### config.mk
export PLATFORM = sky130hd
export DESIGN_NAME = mul_wb_stage
export DESIGN_NICKNAME = d
export VERILOG_FILES = /design/src/rtl/mul_wb_stage.sv
export SDC_FILE = /design/constraint.sdc
export NUM_CORES = 1
export LEC_CHECK = 0
export CAP_MARGIN = 20
export CORE_UTILIZATION = 44
export CTS_CLUSTER_SIZE = 10
export DETAILED_ROUTE_END_ITERATION = 10
export PLACE_DENSITY = 0.8
export RECOVER_POWER = 100
export SETUP_SLACK_MARGIN = 0.1
export SYNTH_ARGS = -nofsm -noshare
export SYNTH_HDL_FRONTEND = slang
export SYNTH_SLANG_ARGS = --single-unit
export TNS_END_PERCENT = 5
### constraint.sdc
create_clock -name i_clk -period 2.3 [get_ports i_clk]
set_clock_uncertainty 0.2 [all_clocks]
set_input_delay 0.23 -clock i_clk [delete_from_list [all_inputs] [get_ports i_clk]]
set_output_delay 0.23 -clock i_clk [all_outputs]
set_load 0.02 [all_outputs]
### src/rtl/mul_wb_stage.sv
`default_nettype none
// ============================================================================
// Module   : mul_wb_stage
// Brief    : Writeback stage for a fractional multiplier. Writes the 16-bit
//            product as two register-file bytes (low, then high) and commits
//            the carry/zero flags with the high-byte write.
//            Optional feature macro: MUL_WB_SKID_EN (one-entry skid buffer,
//            one product every two cycles when back-to-back).
// Revision : 1.0 - initial release
// ============================================================================
module mul_wb_stage #(
  parameter logic [4:0] P_BASE_ADDR = 5'd0
) (
  input  logic       i_clk,
  input  logic       i_rst,
  input  logic       i_valid,
  output logic       o_ready,
  input  logic [7:0] i_r1,
  input  logic [7:0] i_r0,
  input  logic       i_c,
  output logic       o_we,
  output logic [4:0] o_waddr,
  output logic [7:0] o_wdata,
  output logic       o_flag_we,
  output logic       o_c,
  output logic       o_z,
  output logic       o_done
);

  localparam logic [4:0] C_ADDR_LO = P_BASE_ADDR;
  // 5-bit sum wraps 31 -> 0 naturally
  localparam logic [4:0] C_ADDR_HI = P_BASE_ADDR + 5'd1;

  typedef enum logic [1:0] {
    S_IDLE = 2'd0,
    S_WR0  = 2'd1,
    S_WR1  = 2'd2
  } state_t;

  state_t      state_q, state_d;
  logic        rdy_en_q;            // keeps o_ready low until the first edge after reset
  logic [16:0] prod_q, prod_d;      // {c, r1, r0} of the product being written
  logic        c_q, z_q;
  logic        w_hs;

`ifdef MUL_WB_SKID_EN
  logic        skid_vld_q, skid_vld_d;
  logic [16:0] skid_q, skid_d;

  // Accept whenever the skid slot is free; the main register drains it.
  assign o_ready = rdy_en_q && !skid_vld_q;
`else
  // Without the skid slot, only an idle stage can take a new product.
  assign o_ready = rdy_en_q && (state_q == S_IDLE);
`endif

  assign w_hs = i_valid && o_ready;

  // State, captured product, flags and skid slot; all cleared asynchronously.
  always_ff @(posedge i_clk or posedge i_rst) begin
    if (i_rst) begin
      state_q    <= S_IDLE;
      rdy_en_q   <= 1'b0;
      prod_q     <= '0;
      c_q        <= 1'b0;
      z_q        <= 1'b0;
`ifdef MUL_WB_SKID_EN
      skid_vld_q <= 1'b0;
      skid_q     <= '0;
`endif
    end else begin
      state_q    <= state_d;
      rdy_en_q   <= 1'b1;
      prod_q     <= prod_d;
      if (state_q == S_WR1) begin
        z_q <= (prod_q[15:0] == 16'h0000);
        c_q <= prod_q[16];
      end
`ifdef MUL_WB_SKID_EN
      skid_vld_q <= skid_vld_d;
      skid_q     <= skid_d;
`endif
    end
  end

  // Next-state and product/skid capture.
  always_comb begin
    state_d = state_q;
    prod_d  = prod_q;
`ifdef MUL_WB_SKID_EN
    skid_vld_d = skid_vld_q;
    skid_d     = skid_q;
`endif
    case (state_q)
      S_IDLE: begin
        if (w_hs) begin
          state_d = S_WR0;
          prod_d  = {i_c, i_r1, i_r0};
        end
`ifdef MUL_WB_SKID_EN
        // A product caught in the skid slot during the last WR1 still
        // needs its writeback (o_ready is low here, so no handshake).
        if (skid_vld_q) begin
          state_d    = S_WR0;
          prod_d     = skid_q;
          skid_vld_d = 1'b0;
        end
`endif
      end
      S_WR0: begin
        state_d = S_WR1;
`ifdef MUL_WB_SKID_EN
        if (w_hs) begin
          skid_d     = {i_c, i_r1, i_r0};
          skid_vld_d = 1'b1;
        end
`endif
      end
      S_WR1: begin
        state_d = S_IDLE;
`ifdef MUL_WB_SKID_EN
        // Handshake only happens with the slot empty, so these are exclusive.
        if (skid_vld_q) begin
          state_d    = S_WR0;
          prod_d     = skid_q;
          skid_vld_d = 1'b0;
        end
        if (w_hs) begin
          skid_d     = {i_c, i_r1, i_r0};
          skid_vld_d = 1'b1;
        end
`endif
      end
      default: state_d = S_IDLE;
    endcase
  end

  // Register-file and flag strobes decoded from the current state.
  always_comb begin
    o_we      = 1'b0;
    o_waddr   = 5'd0;
    o_wdata   = 8'h00;
    o_flag_we = 1'b0;
    o_done    = 1'b0;
    case (state_q)
      S_WR0: begin
        o_we    = 1'b1;
        o_waddr = C_ADDR_LO;
        o_wdata = prod_q[7:0];
      end
      S_WR1: begin
        o_we      = 1'b1;
        o_waddr   = C_ADDR_HI;
        o_wdata   = prod_q[15:8];
        o_flag_we = 1'b1;
        o_done    = 1'b1;
      end
      default: ;
    endcase
  end

  assign o_c = c_q;
  assign o_z = z_q;

endmodule
`default_nettype wire

==> summary.txt <==
Floorplan
  • Die Y: 53.2 microns
  • Io pins: 39
  • Core area: 2480 sq um
  • Die Area: about 2800 sq um
  • Initial Utilization: between 40% and 50%
  • # rows: 18
  • Die W: roughly 53 microns

Timing
  • Slew Limit Fails: 0
  • Slew @ Worst Pin: between 1000 and 1500 ps
  • Final hold vios: 0
  • Fmax: between 400 and 500 MHz
  • Count of final setup violators: 0
  • Hold Slack: roughly 310 ps
  • Unrepaired setup endpoints after global routing: yes
  • Fin crit period: about 2200 ps
  • Headroom to the max-slew limit: roughly a fifth
  • Final Cycle Share: 95.4%
  • Setup tns final: 0 ps

CTS
  • Clock latency on the worst-skew pair: approximately 300 ps
  • Clock transition at path regs: between 100 and 150 ps
  • CTS HTree Levels: 1
  • TritonCTS clock tree: built
  • CTS root buf: clkbuf_4
  • Num Clock Sinks: 22
  • Cts bufs inserted: 3
  • CTS Buffer Depth: 2

Route
  • WL final: around 2.2 mm
  • Routed len/inst: 14.2 microns
  • Via/cell ratio: about 5.1
  • Drt drc: 0
  • Drt first pass iters: 4
  • Routed via count: 803
  • Antenna-violating nets left: 0
  • Iter 0 DRT Violations: 6

Layout
  • Layout fillers: approximately 220
  • Area delta synth->final: 33.9%
  • NumNets Final: 153
  • Share of layout cells above drive strength 1: 21.4%
  • Final design utilization: roughly 62%
  • Number of diodes: 0
  • Finished Layout Cells: 156

Power
  • Max IR drop VDD: 0.692 mV
  • Internal: 0.00124 W
  • Pwr per Cell Area: between 1000 and 1500 nW/um^2
  • Total Power: 0.00198 W
  • Share of power burned in registers: ~36%
  • Sw frac: 37.4%
  • Comb pwr share: roughly 50%
  • Sw power: ~0.00074 W
  • Leakage: roughly 0.67 nW
  • Clock power frac: about 15%

Logic synthesis
  • Sequential-to-total area share from yosys stat: a little under half
  • Distinct cells, synth: 19
  • Leading area contributor after synthesis: dfrtp_1
  • Adder-cell share of the synthesized area: about 6.5%
  • Mapped Area: approximately 1200 sq um
  • Area contributors post-synth: dfrtp_1 (48%), mux2_4 (13%), mux2_2 (9.8%)
  • Mux cell area share after synthesis: between 20% and 30%
  • Post-synth EDFFs: 0
  • Commonest cells post-synth: dfrtp_1 (22), mux2_2 (10), mux2_4 (10)
  • Synth warn: 0
  • Mean post-synth cell area: approximately 13 sq um
  • Cells after Synth: between 80 and 90
  • Top_reg_cell synth: dfrtp_1
  • Compound-cell area share of the yosys netlist: under 10%
  • Most frequent cell after synthesis: dfrtp_1
  • Post-Synth XOR/XNOR Area: 0%
  • Synth top area share: roughly 48%
  • Synth Register Bits: 22
  • Async SR Flop Fraction: 100%
  • Largest family of logic cells by synthesized area: multiplexers
  • Simple-gate share of the synthesized area: 9.86%

Worst hold path
  • Hold Path Class: in2reg

GRT
  • Overflow after GRT: 0
  • Overall Global Routing Usage: 17.8%
  • Initial antenna violation count: 0
  • Vias in the first global route: slightly above 800
  • First-pass GRT wire length: roughly 3.5 mm
  • Largest net degree at the start of global routing: 23

Setup path
  • Crit Path Max Fanout: 9
  • Critical Path Max Stage Delay: 430 ps
  • Slowest-stage cell, CP: ha_1
  • Worst setup SP type: register
  • Crit path required time: about 1900 ps
  • CP Capture Type: primary output
  • Crit-path cells: inv_1 > ha_1 > nor2b_1 > dlygate4sd2_1
  • Critical path data arrival time: between 1500 and 2000 ps
  • Critical path type: reg2out

Outcome
  • Outcome: completed

Placed design
  • PortBufs: 34
  • Cells after DPL: 150
  • DP HPWL: about 1.7 mm
  • Final GP Congestion: about 0.77

Run
  • Number of max-cap violations: 0
## critical path: cells and delay by family, from the launching register on
family | cells | cell delay, ps
buffers and inverters | 2 | 460
adder cells (fa/ha/maj) | 1 | 430
flip-flops | 1 | 410
AND/OR/NAND/NOR | 1 | 160
## state kept, by name, summed over array words and instances (netlist names)
register / cells
prod_q: 17
rdy_en_q: 1
state_q: 2
o_z: 1
o_c: 1
## power by group through the flow
stage	Clock, W	Sequential (W)	Combinational [W]
CTS	0.000300	0.000721	0.00104
global placement	0	0.000714	0.00104
detailed placement	0	0.000724	0.00106
finish	0.000291	0.000721	0.000971
global route	0.000311	0.000749	0.00106
floorplan	0	0.000687	0.000729
## placed cells by master (no fill, tap or decap), types with 2 or more instances in the layout
cell	n
clkbuf_1	2
dlygate4sd3_1	3
buf_4	2
dfrtp_1	21
ha_4	2
a22oi_1	8
dlygate4sd2_1	6
clkbuf_4	4
conb_1	5
mux2_2	10
clkdlybuf4s15_2	3
ha_1	4
clkdlybuf4s50_1	18
clkdlybuf4s15_1	3
mux2_1	9
inv_1	3
nor2b_1	8
nor4_1	3
## final cells by class
type | instances | area, sq um | area share (%)
Sequential cell | 22 | 552 | 35.7
Multi-Input combinational cell | 57 | 528 | 34.1
Clock buffer | 3 | 22.5 | 1.46
Timing Repair Buffer | 39 | 362 | 23.4
Inverter | 4 | 15.0 | 0.971
Clock inverter | 1 | 30.0 | 1.94
Tap cell | 30 | 37.5 | 2.43
## per-layer routing
metal	share of wire (%)	GRT usage, %
met4	0.68	6.58
met1	42	21.8
met3	5.8	3.16
met5	0	0
met2	52	30.8
## what timing repair did
item,in CTS,in global routing
setup buffers,0,2
hold endpoints to repair,0,0
setup endpoints to repair,13,8
hold buffers,0,0
cloned,0,0
gates resized for setup,28,4
## through the flow
step / area, sq um / setup slack [ps]
floorplan: 1170 / 341
global placement: 1500 / 114
detailed placement: 1500 / 14.1
CTS: 1570 / 55.7
global route: 1550 / 19.5
finish: 1550 / 105
## cell families (layout without fill, tap and decap cells)
kind of cell / count (synthesis) / count (layout)
compound gates: 9 / 9
mux: 20 / 20
other cells: 2 / 5
buf+inv: 13 / 47
flops: 22 / 22
fa+ha+maj: 6 / 6
simple gates: 17 / 17
## worst paths after layout
check	startpoint	endpoint	slack, ps	cells past startpoint
setup / recovery	state_q[1]$_DFFE_PP0P_	o_wdata[7]	110	4
hold / removal	i_r0[5]	prod_q[5]$_DFFE_PP0P_	310	2
setup reg to reg	state_q[1]$_DFFE_PP0P_	prod_q[10]$_DFFE_PP0P_	330	5
hold reg to reg	o_c$_DFFE_PP0N_	o_c$_DFFE_PP0N_	320	1
max in group asynchronous	i_rst	state_q[0]$_DFFE_PP0P_	590	3
min in group asynchronous	i_rst	prod_q[8]$_DFFE_PP0P_	530	3
Note: power is estimated with default switching activity, not from simulation.
